### src/rtl/fifo_wr_framer.sv
// rtl/fifo_wr_framer.sv - frames a valid/ready byte stream into SOF/seq/payload/checksum for the async FIFO write port
// Define FRAMER_CRC8_EN for a CRC-8 (poly 0x07) trailer; otherwise the trailer is an XOR checksum.
module fifo_wr_framer #(
  parameter int                    DATA_WIDTH  = 8,
  parameter logic [DATA_WIDTH-1:0] SOF_BYTE    = 8'hA5,
  parameter int                    MAX_PAYLOAD = 64,
  parameter int                    LEN_WIDTH   = 7
) (
  input  logic                  w_clk,
  input  logic                  w_rst_n,
  input  logic                  s_valid,
  input  logic [DATA_WIDTH-1:0] s_data,
  input  logic                  s_last,
  output logic                  s_ready,
  input  logic                  fifo_full,
  output logic                  fifo_w_en,
  output logic [DATA_WIDTH-1:0] fifo_data,
  output logic                  busy,
  output logic                  frame_done,
  output logic                  trunc_err,
  output logic [15:0]           frame_count
);

  typedef enum logic [2:0] {
    ST_IDLE,
    ST_SOF,
    ST_SEQ,
    ST_PAYLOAD,
    ST_TRAILER
  } state_t;

  state_t                state, next_state;
  logic [DATA_WIDTH-1:0] seq;
  logic [DATA_WIDTH-1:0] chk;
  logic [LEN_WIDTH-1:0]  cnt;
  logic                  seq_wr;
  logic                  payload_xfer;
  logic                  trailer_wr;
  logic                  trunc_hit;

  // One byte of checksum progress per write, so the trailer is ready with no extra cycle.
  function automatic logic [DATA_WIDTH-1:0] chk_next(input logic [DATA_WIDTH-1:0] acc,
                                                     input logic [DATA_WIDTH-1:0] din);
`ifdef FRAMER_CRC8_EN
    logic [DATA_WIDTH-1:0] c;
    c = acc ^ din;
    for (int i = 0; i < DATA_WIDTH; i++) begin
      c = c[DATA_WIDTH-1] ? ((c << 1) ^ DATA_WIDTH'(8'h07)) : (c << 1);
    end
    return c;
`else
    return acc ^ din;
`endif
  endfunction

  always_comb begin
    next_state   = state;
    s_ready      = 1'b0;
    fifo_w_en    = 1'b0;
    fifo_data    = '0;
    seq_wr       = 1'b0;
    payload_xfer = 1'b0;
    trailer_wr   = 1'b0;
    trunc_hit    = 1'b0;
    case (state)
      ST_IDLE: begin
        if (s_valid) next_state = ST_SOF;
      end
      ST_SOF: begin
        fifo_w_en = !fifo_full;
        fifo_data = SOF_BYTE;
        if (!fifo_full) next_state = ST_SEQ;
      end
      ST_SEQ: begin
        fifo_w_en = !fifo_full;
        fifo_data = seq;
        seq_wr    = !fifo_full;
        if (!fifo_full) next_state = ST_PAYLOAD;
      end
      ST_PAYLOAD: begin
        s_ready      = !fifo_full;
        fifo_w_en    = s_valid && !fifo_full;
        fifo_data    = s_data;
        payload_xfer = s_valid && !fifo_full;
        if (payload_xfer) begin
          if (s_last) begin
            next_state = ST_TRAILER;
          end else if (cnt == LEN_WIDTH'(MAX_PAYLOAD - 1)) begin
            // Frame is full: close it here, the remaining input opens a new frame.
            next_state = ST_TRAILER;
            trunc_hit  = 1'b1;
          end
        end
      end
      ST_TRAILER: begin
        fifo_w_en  = !fifo_full;
        fifo_data  = chk;
        trailer_wr = !fifo_full;
        if (!fifo_full) next_state = ST_IDLE;
      end
      default: next_state = ST_IDLE;
    endcase
  end

  always_ff @(posedge w_clk or negedge w_rst_n) begin
    if (!w_rst_n) begin
      state       <= ST_IDLE;
      seq         <= '0;
      chk         <= '0;
      cnt         <= '0;
      frame_count <= '0;
      busy        <= 1'b0;
      frame_done  <= 1'b0;
      trunc_err   <= 1'b0;
    end else begin
      state      <= next_state;
      busy       <= (next_state != ST_IDLE);
      frame_done <= trailer_wr;
      trunc_err  <= trunc_hit;
      if (seq_wr) chk <= chk_next('0, seq);
      if (payload_xfer) begin
        chk <= chk_next(chk, s_data);
        cnt <= cnt + 1'b1;
      end
      if (trailer_wr) begin
        seq         <= seq + 1'b1;
        frame_count <= frame_count + 16'd1;
        cnt         <= '0;
      end
    end
  end

endmodule

### config.mk
export PLATFORM = sky130hd
export DESIGN_NAME = fifo_wr_framer
export DESIGN_NICKNAME = d
export VERILOG_FILES = /design/src/rtl/fifo_wr_framer.sv
export SDC_FILE = /design/constraint.sdc
export NUM_CORES = 1
export LEC_CHECK = 0
export ABC_CLOCK_PERIOD_IN_PS = 2300
export CORE_MARGIN = 2
export CORE_UTILIZATION = 35
export DETAILED_ROUTE_END_ITERATION = 7
export PLACE_DENSITY = 0.58
export REMOVE_ABC_BUFFERS = 1
export SETUP_SLACK_MARGIN = 0.3
export SLEW_MARGIN = 30
export SYNTH_ARGS = -nofsm -noshare
export SYNTH_HDL_FRONTEND = slang
export SYNTH_SLANG_ARGS = --single-unit
### constraint.sdc
create_clock -name w_clk -period 2.3 [get_ports w_clk]
set_clock_uncertainty 0.15 [all_clocks]
set_input_delay 0.46 -clock w_clk [delete_from_list [all_inputs] [get_ports w_clk]]
set_output_delay 0.46 -clock w_clk [all_outputs]
set_load 0.02 [all_outputs]
==> flow_metrics.env, run 1 <==
export IMPL_ios=42
export IMPL_netlist_area_sq_um=2320
export IMPL_ys_seq_elements=45
export IMPL_cap_violations=0
export IMPL_synth_area_leaders="dfrtp_1 49%, xnor2_1 8.3%, nand2_1 3.7%"
export IMPL_root_buffer="clkbuf_8"
export IMPL_cp_end_kind="primary output"
export IMPL_critical_path_arrival_ns=1.49
export IMPL_synth_cells=227
export IMPL_worst_ep_required_time_ns=1.69
export IMPL_vias_per_cell=5.18
export IMPL_path_cells="nor2b_2 -> nor2b_4 -> buf_6 -> nand2_2 -> o21ai_2 -> buf_6"
export IMPL_crit_fanout=5
export IMPL_syn_avg_cell_area_sq_um=10.2
export IMPL_grt_pass1_vias=2026
export IMPL_synth_seq_area_share=0.486
export IMPL_grt_pass1_wl_mm=10.0
export IMPL_clock_sinks=45
export IMPL_drive_gt1_frac=0.322
export IMPL_p_sw_w=0.00103
export IMPL_first_iter_violations=146
export IMPL_async_reset_ff_frac=1.00
export IMPL_synth_cell_types=40
export IMPL_worstSkewPairLatency_ns=0.29
export IMPL_pwr_share_clk=0.169
export IMPL_tightest_slew_ns=0.463
export IMPL_overflow=0
export IMPL_clk_path_buf_depth=2
export IMPL_internal_power_w=0.00179
export IMPL_synth_edf_count=0
export IMPL_avgRoutedWirePerCell_um=14.9
export IMPL_ir_drop_mv=0.464
export IMPL_port_buffer_count=41
export IMPL_core_sq_um=6390
export IMPL_finalNonFillerCells=397
export IMPL_worst_hold_slack_ns=0.328
export IMPL_layout_setup_ws_ns=0.199
export IMPL_grt_max_degree=20
export IMPL_p_leak_nw=1.63
export IMPL_finalSetupViolations=0
export IMPL_nNetsFinal=335
export IMPL_dp_cells=376
export IMPL_final_antenna_net_count=0
export IMPL_slew_limit_headroom=0.688
export IMPL_routed_wl_mm=5.91
export IMPL_area_growth_pct=46.6
export IMPL_r2r_slack_ns=0.23
export IMPL_finalSetupTns_ns=0
export IMPL_nFillCells=585
export IMPL_antenna_found_initial=0
export IMPL_yosysTopAreaCellShare=0.486
export IMPL_layout_min_cycle_time_ns=2.10
export IMPL_route_detailed_drc=0
export IMPL_switching_share=0.367
export IMPL_status="finished clean"
export IMPL_die_area_sq_um=7280
export IMPL_synthFlopType="dfrtp_1"
export IMPL_htree_levels=2
export IMPL_crit_path_start_kind="register"
export IMPL_fin_crit_sh=0.914
export IMPL_gp_congestion=0.800
export IMPL_fp_dieW_um=85.3
export IMPL_rows=29
export IMPL_crit_type="reg2out"
export IMPL_powerDensity_nw_per_um2=830
export IMPL_max_stage_delay_ns=0.47
export IMPL_dr_pass1_iters=4
export IMPL_max_clock_freq_mhz=476
export IMPL_clk_pin_slew_worst_paths_ns=0.08
export IMPL_grt_setup_unrepaired="yes"
export IMPL_power_total_w=0.00282
export IMPL_p_comb_frac=0.445
export IMPL_track_usage=0.174
export IMPL_cts_tree="yes"
export IMPL_vias=2057
export IMPL_pwr_share_seq=0.386
export IMPL_dp_final_hpwl_mm=4.13
export IMPL_critPathMostFrequentCell="buf_6"
export IMPL_cts_made_buffers=5
export IMPL_dp_slack_ns=-0.197
export IMPL_antennaDiodeCount=0
export IMPL_final_cell_mix="51 x buf_4, 43 x dfrtp_1, 22 x xnor2_1, 21 x clkdlybuf4s50_1, 19 x nand2_1"
export IMPL_ys_warn_count=0
export IMPL_yosys_area_top_type="dfrtp_1"
export IMPL_min_delay_path_class="reg2reg"
export IMPL_die_h_um=85.3
export IMPL_drv_slew=0
export IMPL_critPathSlowestCell="dfrtp_2"
export IMPL_layout_commonest_cell="buf_4"
export IMPL_start_util=0.363
export IMPL_final_hold_viol_count=0
metrics by stage:
step           utilization  instance area [sq um]
4_1_cts              0.516                   3300
6_report             0.532                   3400
5_1_grt              0.532                   3400
3_5_place_dp         0.483                   3090
2_1_floorplan            -                   2260
3_3_place_gp         0.483                   3090
cell usage after synthesis (2+ instances only):
master,number
nor4_1,2
a211oi_1,6
nand2_1,23
o31ai_1,2
nor2_1,14
a22oi_1,4
ha_1,3
nor3_1,3
o21ai_0,11
o22ai_1,4
nand3_1,11
inv_1,5
mux2_2,3
a21oi_1,8
nand4_1,7
nor2b_1,6
dfrtp_1,45
clkbuf_1,3
buf_2,2
nor3b_4,2
a311oi_1,7
a32oi_1,2
xor2_1,4
buf_1,3
nand2b_1,4
and3_1,4
xnor2_1,22
mux2i_1,5
repair_timing:
action | in CTS | in global routing
endpoints found under the hold margin | 15 | 0
setup buffers | 9 | 2
gates cloned | 1 | 0
setup endpoints to repair | 46 | 35
gates resized for setup | 83 | 27
pin swaps | 10 | 10
hold buffers | 1 | 0
routing by layer:
layer  up-vias  global-route usage  routed length (um)
met4         0              0.0563                  53
met1      1024               0.263                2990
met5         -                   0                   0
met3         4              0.0233                 146
met2        27               0.256                2720
li1       1002                   -                   -
kinds of logic (layout without fill, tap and decap cells):
group / count (synthesis) / after routing / synth area share
adder cells (fa/ha/maj): 3 / 3 / 0.0162
XOR/XNOR: 26 / 26 / 0.0983
multiplexers: 8 / 8 / 0.0362
flip-flops: 45 / 45 / 0.486
buffers and inverters: 15 / 107 / 0.0303
AO/OA/AOI/OAI: 45 / 45 / 0.129
AND/OR/NAND/NOR: 85 / 86 / 0.204
area by class of cell:
class                   count  area, sq um  area share
clock inverters             1         7.51     0.00221
multi-input cells         168         1230       0.361
inverters                   5         22.5     0.00663
well taps                  77         96.3      0.0284
clock buffers               7         76.3      0.0225
repair buffers             94          838       0.247
flip-flops and latches     45         1130       0.332
power by group through the flow:
stage          Clock [W]  Sequential (W)  Combinational, W
2_1_floorplan          0         0.00111          0.000498
3_3_place_gp           0         0.00107           0.00104
3_5_place_dp           0         0.00108           0.00104
4_1_cts         0.000496         0.00108           0.00119
5_1_grt         0.000543         0.00111           0.00136
6_report        0.000477         0.00109           0.00125
flip-flops by register name, indices dropped and copies added (netlist names):
| signal | count |
|---|---|
| state | 3 |
| chk | 8 |
| seq | 8 |
| frame_count | 16 |
| cnt | 7 |
| busy | 1 |
| trunc_err | 1 |
| frame_done | 1 |
path summary, 6_finish.rpt:
path / startpoint / endpoint / cells past startpoint
min in group asynchronous: w_rst_n / chk[6]$_DFFE_PN0P_ / 2
max reg2reg: state[2]$_DFF_PN0_ / frame_count[12]$_DFFE_PN0P_ / 6
min: cnt[6]$_DFFE_PN0P_ / trunc_err$_DFF_PN0_ / 1
max in group asynchronous: w_rst_n / cnt[5]$_DFFE_PN0P_ / 3
min reg2reg: cnt[6]$_DFFE_PN0P_ / trunc_err$_DFF_PN0_ / 1
max: state[0]$_DFF_PN0_ / fifo_data[1] / 6
worst max-delay path: cells and delay by family (launching register included):
family	cells	cell delay (ns)
DFF	1	0.47
and+or+nand+nor	3	0.39
buffers and inverters	2	0.27
AOI/OAI and AO/OA	1	0.07
Power figures use the tool's default switching activity.
==> inputs of run 2 (changes only) <==
--- a/config.mk
+++ b/config.mk
@@ -12,7 +12,7 @@
 export PLACE_DENSITY = 0.58
 export REMOVE_ABC_BUFFERS = 1
 export SETUP_SLACK_MARGIN = 0.3
-export SLEW_MARGIN = 30
+export SLEW_MARGIN = 20
 export SYNTH_ARGS = -nofsm -noshare
 export SYNTH_HDL_FRONTEND = slang
 export SYNTH_SLANG_ARGS = --single-unit
==> results of run 2 <==
Same layout as run 1: the final DEF is identical, and so are final timing and power.
==> inputs of run 3 (changes only) <==
--- a/config.mk
+++ b/config.mk
@@ -9,6 +9,7 @@
 export CORE_MARGIN = 2
 export CORE_UTILIZATION = 35
 export DETAILED_ROUTE_END_ITERATION = 7
+export HOLD_SLACK_MARGIN = 0.08
 export PLACE_DENSITY = 0.58
 export REMOVE_ABC_BUFFERS = 1
 export SETUP_SLACK_MARGIN = 0.3
==> results of run 3 <==
Same layout as run 1: the final DEF is identical, and so are final timing and power.
